===== config.mk =====
export PLATFORM = sky130hd
export DESIGN_NAME = sne_evt_stream_arbiter
export DESIGN_NICKNAME = d
export VERILOG_FILES = /design/src/rtl/sne_evt_stream_arbiter.sv
export SDC_FILE = /design/constraint.sdc
export NUM_CORES = 1
export LEC_CHECK = 0
export ABC_AREA = 1
export BUFFER_PORTS_ARGS = -buffer_cell sky130_fd_sc_hd__buf_2
export CORE_MARGIN = 2
export CORE_UTILIZATION = 35
export DETAILED_ROUTE_END_ITERATION = 12
export GPL_ROUTABILITY_DRIVEN = 1
export PLACE_DENSITY = 0.66
export SYNTH_ARGS = -nofsm -noshare
export SYNTH_HDL_FRONTEND = slang
export SYNTH_SLANG_ARGS = --single-unit

===== constraint.sdc =====
create_clock -name clk_i -period 3.2 [get_ports clk_i]
set_input_delay 0.64 -clock clk_i [delete_from_list [all_inputs] [get_ports clk_i]]
set_output_delay 0.64 -clock clk_i [all_outputs]
set_load 0.05 [all_outputs]

===== src/rtl/sne_evt_stream_arbiter.sv =====
// Round-robin merge of N_IN valid/ready event streams into one registered output stream.
// A winner may keep the grant for up to MAX_BURST back-to-back events before the pointer rotates.
module sne_evt_stream_arbiter #(
    parameter int N_IN      = 4,
    parameter int EVT_W     = 32,
    parameter int MAX_BURST = 4,
    localparam int SRC_W    = (N_IN > 1) ? $clog2(N_IN) : 1
) (
    input  logic                  clk_i,
    input  logic                  rst_ni,
    input  logic                  en_i,
    input  logic [N_IN-1:0]       in_valid_i,
    output logic [N_IN-1:0]       in_ready_o,
    input  logic [N_IN*EVT_W-1:0] in_evt_i,
    output logic                  out_valid_o,
    input  logic                  out_ready_i,
    output logic [EVT_W-1:0]      out_evt_o,
    output logic [SRC_W-1:0]      out_src_o,
    output logic                  busy_o
);

    localparam int CNT_W = $clog2(MAX_BURST + 1);
    localparam logic [SRC_W:0] N_IN_W = (SRC_W + 1)'(N_IN);

    typedef enum logic {ARB, HOLD} state_t;

    state_t            state;
    logic [SRC_W-1:0]  rr_ptr;
    logic [SRC_W-1:0]  held;
    logic [CNT_W-1:0]  burst_cnt;

    logic [SRC_W-1:0]  scan_start;
    logic [SRC_W-1:0]  scan_idx;
    logic [SRC_W:0]    scan_sum;
    logic [SRC_W-1:0]  winner;
    logic              held_valid;
    logic              slot_free;
    logic              load;
    logic [EVT_W-1:0]  evt_arr [N_IN];

    function automatic logic [SRC_W-1:0] next_idx(input logic [SRC_W-1:0] idx);
        return (idx == SRC_W'(N_IN - 1)) ? '0 : idx + 1'b1;
    endfunction

    for (genvar gi = 0; gi < N_IN; gi++) begin : g_unpack
        assign evt_arr[gi] = in_evt_i[gi*EVT_W +: EVT_W];
    end

    assign slot_free  = ~out_valid_o | out_ready_i;
    assign held_valid = in_valid_i[held];
    // A released hold continues the scan just past the held input.
    assign scan_start = (state == HOLD) ? next_idx(held) : rr_ptr;
    // Gated by rst_ni so no handshake is offered while reset is held.
    assign load       = rst_ni & en_i & (|in_valid_i) & slot_free;
    assign busy_o     = out_valid_o | (en_i & (|in_valid_i));

    // Scan downward so the lowest offset from scan_start is the last assignment.
    always_comb begin
        scan_idx = scan_start;
        scan_sum = '0;
        for (int i = N_IN - 1; i >= 0; i--) begin
            scan_sum = {1'b0, scan_start} + (SRC_W + 1)'(i);
            if (scan_sum >= N_IN_W) begin
                scan_sum = scan_sum - N_IN_W;
            end
            if (in_valid_i[scan_sum[SRC_W-1:0]]) begin
                scan_idx = scan_sum[SRC_W-1:0];
            end
        end
    end

    assign winner = (state == HOLD && held_valid) ? held : scan_idx;

    always_comb begin
        in_ready_o         = '0;
        in_ready_o[winner] = load;
    end

    always_ff @(posedge clk_i or negedge rst_ni) begin
        if (!rst_ni) begin
            state       <= ARB;
            rr_ptr      <= '0;
            held        <= '0;
            burst_cnt   <= '0;
            out_valid_o <= 1'b0;
            out_evt_o   <= '0;
            out_src_o   <= '0;
        end else begin
            if (load) begin
                out_valid_o <= 1'b1;
                out_evt_o   <= evt_arr[winner];
                out_src_o   <= winner;
            end else if (out_valid_o && out_ready_i) begin
                out_valid_o <= 1'b0;
            end

            // Arbitration state only moves in cycles where a load could happen.
            if (en_i && slot_free) begin
                if (state == HOLD && held_valid) begin
                    if (burst_cnt == CNT_W'(MAX_BURST - 1)) begin
                        state     <= ARB;
                        rr_ptr    <= next_idx(held);
                        burst_cnt <= '0;
                    end else begin
                        burst_cnt <= burst_cnt + 1'b1;
                    end
                end else begin
                    if (state == HOLD) begin
                        state     <= ARB;
                        rr_ptr    <= next_idx(held);
                        burst_cnt <= '0;
                    end
                    if (load) begin
                        if (MAX_BURST > 1) begin
                            state     <= HOLD;
                            held      <= winner;
                            burst_cnt <= CNT_W'(1);
                        end else begin
                            rr_ptr    <= next_idx(winner);
                        end
                    end
                end
            end
        end
    end

endmodule

Word-level counts from Yosys, hierarchy flattened
Index checks and enable logic that the tools add are counted.

Add/subtract/negate cells: 9. Equal/unequal tests: 3. Magnitude comparators: 12. Muxes and demuxes: 37. Bitwise logic cells: 10. Reduce and logical (&&, ||, !) cells: 10.

Operators by type and width (number): binary-select mux 32 bit (select 2 bit) (1); 2-to-1 mux 32 bit (2); 2-to-1 mux 2 bit (13); < comparator 2 x 3 -> 1 bit (second input constant) (6); >= comparator 3 bit (second input constant) (4); 2-to-1 mux 3 bit (4); 2-to-1 mux 1 bit (11); binary-select mux 1 bit (select 2 bit) (5); subtractor 2 x 1 -> 2 bit (second input constant) (4); adder 2 x 2 -> 3 bit (second input constant) (2); bitwise AND 1 bit (4); bitwise AND 4 bit (1); logical AND 1 bit (4); AND reduction 2 bit (2); OR reduction 4 bit (1); adder 2 x 1 -> 3 bit (second input constant) (1); adder 3 x 1 -> 3 bit (second input constant) (1); equality test 3 x 2 -> 1 bit (second input constant) (1); >= comparator 2 x 3 -> 1 bit (second input constant) (1); NOT 2 -> 3 bit (1); AND reduction 3 bit (1); nonzero test 3 bit (1); adder 2 x 1 -> 2 bit (second input constant) (1); demux 1 bit (select 2 bit) (1); other kinds (6) (8).

Output and inout bits: 40. Input port bits: 136. Register bits after elaboration: 43.

Logic depth before layout (Yosys ltp)
Gate-level depths: netlist of run 1.

Word-level depth: 18. Gate-level depth with buffers: 20. Depth with buffers taken out: 18.

Least setup slack after synthesis of run 1
OpenSTA, ideal clock, no wires.

Kind: flip-flop to output port. Start: reg held[0]. End: out in_ready_o[3]. Arrival time: 2879 ps. Path slack: -319 ps. Data required time: 2560 ps. Buffers on the path: 2. Stages on the path, launching flop included: 17. Cells stage by stage: dfrtp_1 -> ha_1 -> inv_1 -> nand2_1 -> nand2_1 -> nand2_1 -> nand2_1 -> nand2_1 -> nand2_1 -> inv_2 -> nand2_2 -> nand2_1 -> nand2_2 -> nand3_2 -> buf_6 -> buf_6 -> nor3_1.

Cells in the longest elaborated chain, start to end: 18.

Ends and longest elaborated chain: start, declared (RTL line 29) `logic [SRC_W-1:0] held;`; start signal, assigned (RTL line 116) `held <= winner;`; adder 2 x 1 -> 2 bit or equality test 2 bit (tied branches) (RTL line 42) `return (idx == SRC_W'(N_IN - 1)) ? '0 : idx + 1'b1;`; 2-to-1 mux 2 bit (RTL line 42); 2-to-1 mux 2 bit; adder 2 x 2 -> 3 bit (RTL line 62) `scan_sum = {1'b0, scan_start} + (SRC_W + 1)'(i);`; >= comparator 3 bit or subtractor 2 x 1 -> 2 bit (tied branches) (RTL line 63, 64); 2-to-1 mux 2 bit (RTL line 63) `if (scan_sum >= N_IN_W) begin`; binary-select mux 1 bit (select 2 bit) (RTL line 66) `if (in_valid_i[scan_sum[SRC_W-1:0]]) begin`; 2-to-1 mux 1 bit (not written as such) (RTL line 66); 2-to-1 mux 2 bit (4 in a row) (RTL line 66); 2-to-1 mux 2 bit (*) (RTL line 72) `assign winner = (state == HOLD && held_valid) ? held : scan_idx;`; < comparator 2 x 3 -> 1 bit (not written as such) or >= comparator 2 x 1 -> 1 bit (tied branches) (RTL line 76) `in_ready_o[winner] = load;`; logical AND 1 bit (not written as such) (RTL line 76); 2-to-1 mux 1 bit (not written as such) (RTL line 76); demux 1 bit (select 2 bit) (*) (RTL line 76); bitwise AND 4 bit (no line) (*); end, declared (RTL line 13) `output logic [N_IN-1:0] in_ready_o,`.

Mark *: on every way between the ends. The rest lies on a longest branch, timed or not. The select of a mux whose other input is x is not followed.

Worst setup path after layout of run 1
Start: reg held[1]. End: out in_ready_o[2].

The elaborated chain is that of the path after synthesis.

==> results.txt, run 1 <==
Sw Share: 61.0%
fin area: 0.00483 mm2
Clock Root Buffer: clkbuf_8
max_cap viols: 0
Area contributors post-synth: dfrtp_1 28%, nand2_1 24%, inv_1 15%, nand4_1 11%, nand3_1 10%
multi-input gate area in the final layout: 0.00195 mm2
Worst-Skew Late Latency: 0.29 ns
Seq/Total Area, Yosys: 28.4%
chip height: 108 um
gr ovfl total: 0
RSZ-0062 raised after global routing: no
vias per cell: 4.67
Final Max Tran Viols: 0
synthesized instance count: 658
Sw Pwr: 3.81 mW
core area: 0.0104 mm2
Ports: 176
CP required: 2.56 ns
Slew HR: 54.5%
gr usage total: 19.9%
Yosys reg bits: 43
vias: 4431
total CTS buffers: 5
# nets final: 949
complex-gate fraction of the synthesized area: 2.51%
share of cells above drive strength 1: 25.9%
antenna cells: 0
internal power: 2.43 mW
Pre-Repair DR Iteration Count: 4
mux contribution to synthesized area: 0%
Worst VDD drop: 936 uV
setup TNS: 0 ns
largest family of logic cells by synthesized area: simple AND/OR/NAND/NOR gates
Synth Area in Simple Gates: 47.7%
status: complete, no violations
Synth Area in Adders: 0.661%
top cell types by occurrence after synthesis: 245 x nand2_1, 148 x inv_1, 76 x nand3_1
fillcell total: 1189
# H-tree levels: 2
pwr/cell area: 1290 mW/mm2
CP Class: register to primary output
CTS tree: done
DP Area: 0.00471 mm2
Clock Power Share: 5.6%
initial antenna violation count: 0
DIE WIDTH: 108 um
CTS Sinks: 43
register area: 0.00108 mm2
Initial Util: 36.4%
hold crit path type: input pin to asynchronous set/reset pin
DP Wirelength: 7950 um
Worst Skew: 0.0122 ns
Post-Synth XOR/XNOR Area: 0%
vias in the first global route: 4110
Final setup viols: 0
total length of routed wires: 11500 um
Slew @ Worst Pin: 0.682 ns
drt initial violations: 252
first-pass GRT wire length: 18900 um
area leader, netlist: dfrtp_1
Tmin final: 2.98 ns
unique cell type count in the Yosys netlist: 23
WL/cell: 12.1 um
Syn Area/Cell: 5.76 um2
die area: 0.0117 mm2
startpoint types: register
CP Capture Type: primary output
share of the synthesized area in the top cell type: 28.4%
number of port buffers: 175
remaining antenna violation count: 0
ys flop type: dfrtp_1
largest net degree at the start of global routing: 66
mapped cell area: 0.00379 mm2
Flop pwr share: 14.8%
achievable frequency: 335 MHz
Rows: 37
Hold-fix buffers, CTS: 0
Reg clk slew, reported paths: 0.09 ns
Async SR Flop Fraction: 100%
Post-synth EDFFs: 0
fin crit share: 93.3%
# DRC: 0
part of the power in combinational logic: 79.7%
static leakage: 3.19 nW
crit path max fanout: 17
Fin. Hold Viols: 0
RD Place Congestion: 0.914
clk buf depth: 2
Synthesized Nets: 796
Ys Warns: 0
Worst Path Arrival: 2.34 ns
area delta synth->final: 27.6%
most common cell in the netlist: nand2_1
==> critical path, cell delays in order (launching register included) <==
cell	delay (ns)
dfrtp_2	0.41
ha_1	0.29
nand2_1	0.08
nand2_1	0.12
nand2_1	0.11
nand2_1	0.08
nand2_1	0.07
nand2_1	0.08
nor2_1	0.09
nand2_1	0.06
nand2_1	0.06
nand2_1	0.08
nand2_4	0.12
inv_6	0.08
nor2_1	0.10
clkbuf_4	0.23
==> routing by layer <==
layer / vias up / GRT usage, % / routed length, um
met3: 14 / 2.11 / 763
li1: 2323 / - / -
met4: 0 / 4.85 / 153
met2: 154 / 35.3 / 5440
met1: 1940 / 25.8 / 5150
met5: - / 0 / 0
==> registers in the layout, indices dropped and copies added, names as in the netlist <==
register	count
state	1
out_valid_o	1
out_evt_o	32
rr_ptr	2
burst_cnt	3
out_src_o	2
held	2
==> power by group through the flow <==
stage	sequential, mW	clock [mW]	combinational, mW
6_report	0.922	0.346	4.97
5_1_grt	0.956	0.386	5.60
4_1_cts	0.928	0.363	4.97
3_5_place_dp	0.934	0	4.95
3_3_place_gp	0.935	0	4.96
2_1_floorplan	1.64	0	3.30
==> stage by stage <==
stage               total power, mW  worst slack (ns)  hold WS, ns  instances  utilization [%]
floorplan                      4.94            0.0964        0.344        658                -
global placement               5.90             0.407        0.456        939             45.2
detailed placement             5.88             0.329        0.460        939             45.2
CTS                            6.26            0.0535        0.457        947             46.1
global route                   6.94           0.00746        0.492        948             46.4
finish                         6.24             0.216        0.432        948             46.4
==> final cells by class <==
class	count	area share, %
Multi-Input combinational cell	422	40.3
Sequential cell	43	22.3
Timing Repair Buffer	187	20.3
Tap cell	136	3.52
Clock buffer	6	1.50
Clock inverter	2	0.259
Inverter	152	11.9
==> worst paths after layout <==
path / startpoint / endpoint / cells after the start / slack, ns
max in group asynchronous: rst_ni / held[1] / 2 / 2.34
min in group clk_i: out_evt_o[7] / out_evt_o[7] / 2 / 0.48
hold / removal: rst_ni / out_valid_o / 2 / 0.43
setup / recovery: held[1] / in_ready_o[2] / 15 / 0.22
hold reg to reg: out_evt_o[7] / out_evt_o[7] / 2 / 0.48
setup reg to reg: held[1] / out_evt_o[5] / 17 / 0.55
==> cells in the final DEF (no fill, tap or decap) <==
cell type / netlist / final
nor3_2: 0 / 2
clkbuf_1: 5 / 1
nand4_1: 66 / 66
nand2_4: 0 / 1
ha_1: 2 / 2
buf_4: 1 / 12
nand3_1: 76 / 76
clkbuf_4: 0 / 3
buf_2: 23 / 171
o21a_1: 2 / 2
and2_1: 1 / 1
inv_1: 148 / 148
dfrtp_1: 43 / 42
a21oi_1: 4 / 4
clkinvlp_4: 0 / 1
clkbuf_8: 0 / 5
inv_6: 0 / 1
o21ai_0: 9 / 9
nand2_1: 245 / 243
clkinv_1: 1 / 1
nor2_1: 5 / 5
nand2_2: 6 / 7
dfrtp_2: 0 / 1
o211ai_1: 1 / 1
clkinv_2: 0 / 1
a21boi_0: 1 / 1
inv_2: 3 / 2
nand3_2: 2 / 2
buf_6: 4 / 1
==> cell families (layout without fill, tap and decap cells) <==
logic type,count (synthesis),count (layout)
adders and majority gates,2,2
DFF,43,43
AOI/OAI and AO/OA,17,17
buffers and inverters,193,347
and+or+nand+nor,403,403
==> timing repair <==
item / in CTS / in global routing
buffers inserted: 0 / 1
resized for setup: 2 / 8
setup endpoints to repair: 2 / 4
Power figures use the tool's default switching activity.
==> inputs of run 2 (changes only) <==
ABC_AREA = default   (was 1)
CORE_ASPECT_RATIO = 1.2   (was default)
PLACE_DENSITY = 0.67   (was 0.66)
==> run 2 against run 1 <==
Against the previous run:
- count of clock-buffer cells in the layout unchanged
- critical path depth is 7 lower
- clock skew fell by 0.0085 ns
- critical endpoint is now in_ready_o[1]
- sequential power rose by 6.2%
- total power shrank 26%
- final cell count fell by 36%
- utilization is 0.38 points higher
- sequential share of layout area increased by 1.8 points
- flip-flop and latch count unchanged
==> results.txt, run 2 <==
status: complete, no violations
Tmin final: 3.06 ns (+0.0762 ns)
Slew HR: 60.6% (+6.1 points)
Post-Layout Cell Count: 607 (-36%)
static leakage: 2.05 nW (-36%)
Clock Power Share: 14.3% (+8.7 points)
clk buf depth: 2 (unchanged)
Worst VDD drop: 581 uV (-38%)
# DRC: 0 (unchanged)
Seq/Total Area, Yosys: 31.2% (+2.8 points)
Worst-Skew Late Latency: 0.28 ns (about the same)
worst setup margin: 0.139 ns (-0.0762 ns)
largest net degree at the start of global routing: 69 (+4.5%)
total length of routed wires: 10200 um (-11%)
worst slack, placed: 0.361 ns (+0.0314 ns)
total CTS buffers: 5 (unchanged)
unique cell type count in the Yosys netlist: 47 (+100%)
fillcell total: 958 (-19%)
most common cell in the netlist: a211oi_1
crit path max fanout: 8 (-9)
achievable frequency: 327 MHz (-2.5%)
Pre-Repair DR Iteration Count: 4 (unchanged)
Ys Warns: 0 (unchanged)
CP Capture Type: primary output
Area contributors post-synth: dfrtp_1 31%, a211oi_1 13%, mux2i_1 9.6%, o211a_1 9.3%, o32a_1 9.3%
vias: 3409 (-23%)
startpoint types: register
Flop pwr share: 21.3% (+6.5 points)
share of cells above drive strength 1: 44.4% (+19 points)
Fin. Hold Viols: 0 (unchanged)
Syn Area/Cell: 10.5 um2 (+82%)
max reg flops: 32 (unchanged)
initial antenna violation count: 1 (+1)
Reg clk slew, reported paths: 0.06 ns (-0.03 ns)
Clock Root Buffer: clkbuf_16
fin area: 0.00447 mm2 (-7.4%)
core area: 0.00956 mm2 (-8.2%)
share of the synthesized area in the top cell type: 31.2% (+2.8 points)
drt initial violations: 84 (-67%)
Synthesized Nets: 468 (-41%)
first-pass GRT wire length: 16000 um (-16%)
Worst Path Arrival: 2.42 ns (+0.08 ns)
total design power: 4.60 mW (-26%)
DP Cell Count: 597 (-36%)
CTS tree: done
Sw Share: 50.6% (-10 points)
most common cell after layout, fill and taps aside: buf_2
Hold-fix buffers, CTS: 0 (unchanged)
CTS Sinks: 43 (unchanged)
Final setup viols: 0 (unchanged)
Rows: 39 (+5.4%)
Post-synth EDFFs: 0 (unchanged)
Slew @ Worst Pin: 0.590 ns (-0.0922 ns)
mapped cell area: 0.00345 mm2 (-8.9%)
CP Class: register to primary output
Async SR Flop Fraction: 100% (unchanged)
top cell types by occurrence after synthesis: 61 x a211oi_1, 43 x dfrtp_1, 33 x mux2i_1
most frequent cells in the layout: 174 x buf_2, 61 x a211oi_1, 42 x dfrtp_1
area leader, netlist: dfrtp_1
vias in the first global route: 3300 (-20%)
WL/cell: 16.9 um (+39%)
number of port buffers: 175 (unchanged)
DP Area: 0.00425 mm2 (-9.7%)
max_cap viols: 0 (unchanged)
Final Core Density: 46.8% (+0.38 points)
pwr/cell area: 1030 mW/mm2 (-20%)
vias per cell: 5.62 (+20%)
part of the power in combinational logic: 64.4% (-15 points)
chip height: 113 um (+4.4%)
top flop regs: out_evt_o x32, burst_cnt x3
ys flop type: dfrtp_1
remaining antenna violation count: 0 (unchanged)
Ports: 176 (unchanged)
Initial Util: 36.1% (-0.27 points)
CP required: 2.56 ns (about the same)
DP Wirelength: 7290 um (-8.3%)
Final Max Tran Viols: 0 (unchanged)
Worst Skew: 0.00369 ns (-0.00853 ns)
gr usage total: 18.6% (-1.3 points)
gr ovfl total: 0 (unchanged)
final hold slack: 0.453 ns (+0.0211 ns)
setup TNS: 0 ns (unchanged)
DIE WIDTH: 94.7 um (-12%)
antenna cells: 0 (unchanged)
RD Place Congestion: 0.901 (-1.4%)
# nets final: 621 (-35%)
die area: 0.0107 mm2 (-8.5%)
synthesized instance count: 330 (-50%)
internal power: 2.27 mW (-6.6%)
area delta synth->final: 29.6%
hold crit path type: input pin to asynchronous set/reset pin
Yosys reg bits: 43 (unchanged)
fin crit share: 95.6% (+2.4 points)
Largest Register: out_evt_o
# H-tree levels: 2 (unchanged)
RSZ-0062 raised after global routing: no
Sw Pwr: 2.33 mW (-39%)
==> run 2: changes by cell type after synthesis, sizes merged, moves of 4 or more <==
cell and delta:
a211oi +64, o32a +33, nand4 -66, nand2 -237, nand3 -75, clkbuf +4
inv -145, o211a +32, nor2 +8, mux2i +35, nand2b +5
==> run 2: what timing repair did <==
action	CTS	global route
setup endpoints to repair	0	1
gates resized for setup	0	2
setup buffers	0	2
==> run 2: final timing paths <==
kind | cells past startpoint | end | startpoint | slack, ns
worst max register to register | 8 | out_evt_o[15] | held[0] | 0.60
worst min-delay path | 2 | held[1] | rst_ni | 0.45
worst min register to register | 2 | out_src_o[0] | out_src_o[0] | 0.53
min in group clk_i | 2 | out_src_o[0] | out_src_o[0] | 0.53
worst max-delay path | 8 | in_ready_o[1] | held[0] | 0.14
max in group asynchronous | 2 | held[0] | rst_ni | 2.31
==> run 2: final cells by class <==
type                       count  area, um2  area share [%]
inverter                       6       22.5           0.503
multi-input combinational    239       2030            45.4
sequential                    43       1080            24.1
clock buffer                   6        129            2.88
tap                          123        154            3.44
timing repair buffer         188       1000            22.4
clock inverter                 2       60.1            1.34
==> run 2: critical path, cell delays in order (launching register included) <==
cell      delay [ns]
dfrtp_2         0.46
ha_1            0.38
mux2_4          0.30
nor3_2          0.18
o32a_4          0.25
and3_4          0.21
nand2_4         0.05
inv_1           0.07
clkbuf_4        0.22
==> run 2: power groups by stage <==
stage | clock network [mW] | logic, mW | registers, mW
floorplan | 0 | 1.77 | 1.67
global placement | 0 | 2.87 | 0.982
detailed placement | 0 | 2.91 | 0.986
CTS | 0.679 | 2.91 | 0.979
global route | 0.695 | 3.17 | 1.01
finish | 0.657 | 2.96 | 0.979
==> run 2: routing by layer <==
layer	vias up	part of all wire (%)	GRT usage [%]	wire [um]
met5	-	0.12	0	12
met4	2	0.63	4.25	65
met3	6	5.5	2.60	564
met2	116	53	34.2	5380
met1	1645	41	22.5	4220
li1	1640	-	-	-
==> run 2: cell families after synthesis <==
family,share of synthesized area (%)
buf+inv,10.3
simple gates,7.68
mux,11.1
flops,31.2
compound gates,39.1
fa+ha+maj,0.725
==> inputs of run 3 (changes only) <==
ABC_AREA = 1   (was default)
PLACE_DENSITY = 0.66   (was 0.67)
==> run 3 against run 2 <==
Against the previous run:
- non-clock buffer count fell by 2
- total power rose by 38%
- maximum frequency rose by 3.3%
- first-iteration DRC count rose to 2.7 times the previous value
- die area rose by 9.3%
- critical path type unchanged
- critical endpoint is now in_ready_o[2]
- highest routed layer is now met4
==> results.txt, run 3 (same netlist as run 1, synthesis figures left out) <==
# H-tree levels: 2 (unchanged)
CP Class: register to primary output
Sw Pwr: 3.78 mW (+62%)
Worst path slowest cell: dfrtp_2
initial antenna violation count: 0 (-1)
DIE WIDTH: 99.0 um (+4.5%)
pwr/cell area: 1300 mW/mm2 (+27%)
Largest Register: out_evt_o
remaining antenna violation count: 0 (unchanged)
Worst path depth: 15 (+7)
Worst-Skew Late Latency: 0.28 ns (about the same)
Rows: 41 (+5.1%)
DP Cell Count: 932 (+56%)
total length of routed wires: 11600 um (+13%)
clk buf depth: 2 (unchanged)
crit-path cells: ha_1 > inv_1 > nand2_1 > nand2_2 > nand2_1 > nand2_1 > nand2_1 > nand2_1 > inv_2 > nand2_2 > nand3_2 > nand3_4 > nand2_1 > nor2_1 > clkbuf_4
antenna cells: 0 (unchanged)
Final setup viols: 0 (unchanged)
Slew HR: 53.7% (-6.9 points)
area delta synth->final: 28.5%
RD Place Congestion: 0.856 (-4.9%)
Setup Buffers After CTS: 0 (unchanged)
most frequent CP cell: nand2_1
top flop regs: out_evt_o x32, burst_cnt x3
worst setup margin: 0.238 ns (+0.0985 ns)
Post-Layout Cell Count: 939 (+55%)
largest net degree at the start of global routing: 66 (-4.3%)
Worst path top cell family by delay: simple AND/OR/NAND/NOR gates
total CTS buffers: 5 (unchanged)
Final Core Density: 46.3% (-0.50 points)
PostCTS Resize Cnt: 0 (unchanged)
gr ovfl total: 0 (unchanged)
core area: 0.0105 mm2 (+10%)
Sw Share: 59.6% (+9.0 points)
RSZ-0062 raised after global routing: no
first-pass GRT wire length: 19200 um (+20%)
Worst Skew: 0.00545 ns (+0.00176 ns)
CTS tree: done
vias: 4454 (+31%)
most frequent cells in the layout: 243 x nand2_1, 172 x buf_2, 148 x inv_1
Flop pwr share: 14.9% (-6.4 points)
WL/cell: 12.3 um (-27%)
Hold-fix buffers, CTS: 0 (unchanged)
CTS Sinks: 43 (unchanged)
Tmin final: 2.96 ns (-0.0985 ns)
drt initial violations: 225 (+170%)
Clock Root Buffer: clkbuf_16
# nets final: 948 (+53%)
chip height: 118 um (+4.6%)
Ports: 176 (unchanged)
Initial Util: 36.0% (-0.081 points)
# DRC: 0 (unchanged)
Worst VDD drop: 1310 uV (+130%)
Fin. Hold Viols: 0 (unchanged)
max reg flops: 32 (unchanged)
CP required: 2.56 ns (about the same)
total design power: 6.34 mW (+38%)
Reg2Reg Depth: 18 (+10)
share of cells above drive strength 1: 25.8% (-19 points)
part of the power in combinational logic: 77.1% (+13 points)
setup TNS: 0 ns (unchanged)
max_cap viols: 0 (unchanged)
hold crit path type: input pin to asynchronous set/reset pin
Worst Path Arrival: 2.32 ns (-0.10 ns)
Buf+Inv Stages, Crit Path: 3 (+1)
status: complete, no violations
worst slack, placed: 0.382 ns (+0.0214 ns)
DP Wirelength: 8190 um (+12%)
Clock Power Share: 8.0% (-6.3 points)
vias in the first global route: 4089 (+24%)
most common cell after layout, fill and taps aside: nand2_1
vias per cell: 4.74 (-16%)
CP Capture Type: primary output
Final Max Tran Viols: 0 (unchanged)
max incr delay on CP: 0.45 ns (about the same)
static leakage: 3.22 nW (+57%)
fin crit share: 92.6% (-3.1 points)
startpoint types: register
Slew @ Worst Pin: 0.694 ns (+0.104 ns)
achievable frequency: 338 MHz (+3.3%)
Pre-Repair DR Iteration Count: 5 (+1)
die area: 0.0117 mm2 (+9.3%)
gr usage total: 19.6% (+1.1 points)
number of port buffers: 175 (unchanged)
Reg clk slew, reported paths: 0.06 ns (about the same)
crit path max fanout: 8 (unchanged)
internal power: 2.56 mW (+13%)
==> run 3: through the flow <==
| stage | area (um2) | hold WS, ns |
|---|---|---|
| global route | 4870 | 0.504 |
| finish | 4870 | 0.442 |
| detailed placement | 4700 | 0.460 |
| CTS | 4850 | 0.476 |
| floorplan | 3800 | 0.344 |
| global placement | 4700 | 0.457 |
==> run 3: layout make-up <==
cell class,instances,area [um2]
Clock buffer,6,139
Tap cell,129,161
Multi-Input combinational cell,422,1950
Sequential cell,43,1080
Inverter,152,571
Clock inverter,1,5.00
Timing Repair Buffer,186,966
Fill cell,1163,5650
==> run 3: power by group through the flow <==
stage	Sequential, mW	Combinational, mW	Clock (mW)
finish	0.943	4.89	0.509
global route	0.980	5.49	0.555
CTS	0.942	4.92	0.526
detailed placement	0.944	4.91	0
global placement	0.945	4.88	0
floorplan	1.64	3.30	0
==> run 3: metal layers <==
| layer | vias up | part of all wire (%) | global-route usage, % |
|---|---|---|---|
| met5 | - | 0 | 0 |
| met4 | 0 | 2.3 | 6.08 |
| met3 | 18 | 5.0 | 2.26 |
| met2 | 132 | 51 | 34.6 |
| met1 | 1980 | 42 | 24.8 |
| li1 | 2324 | - | - |
==> run 3: final timing paths <==
path | end | slack, ns | from
max | in_ready_o[2] | 0.24 | held[0]
min | rr_ptr[1] | 0.44 | rst_ni
max reg2reg | out_evt_o[22] | 0.53 | held[0]
min reg2reg | out_evt_o[7] | 0.47 | out_evt_o[7]
max in group asynchronous | held[0] | 2.34 | rst_ni
min in group clk_i | out_evt_o[7] | 0.47 | out_evt_o[7]
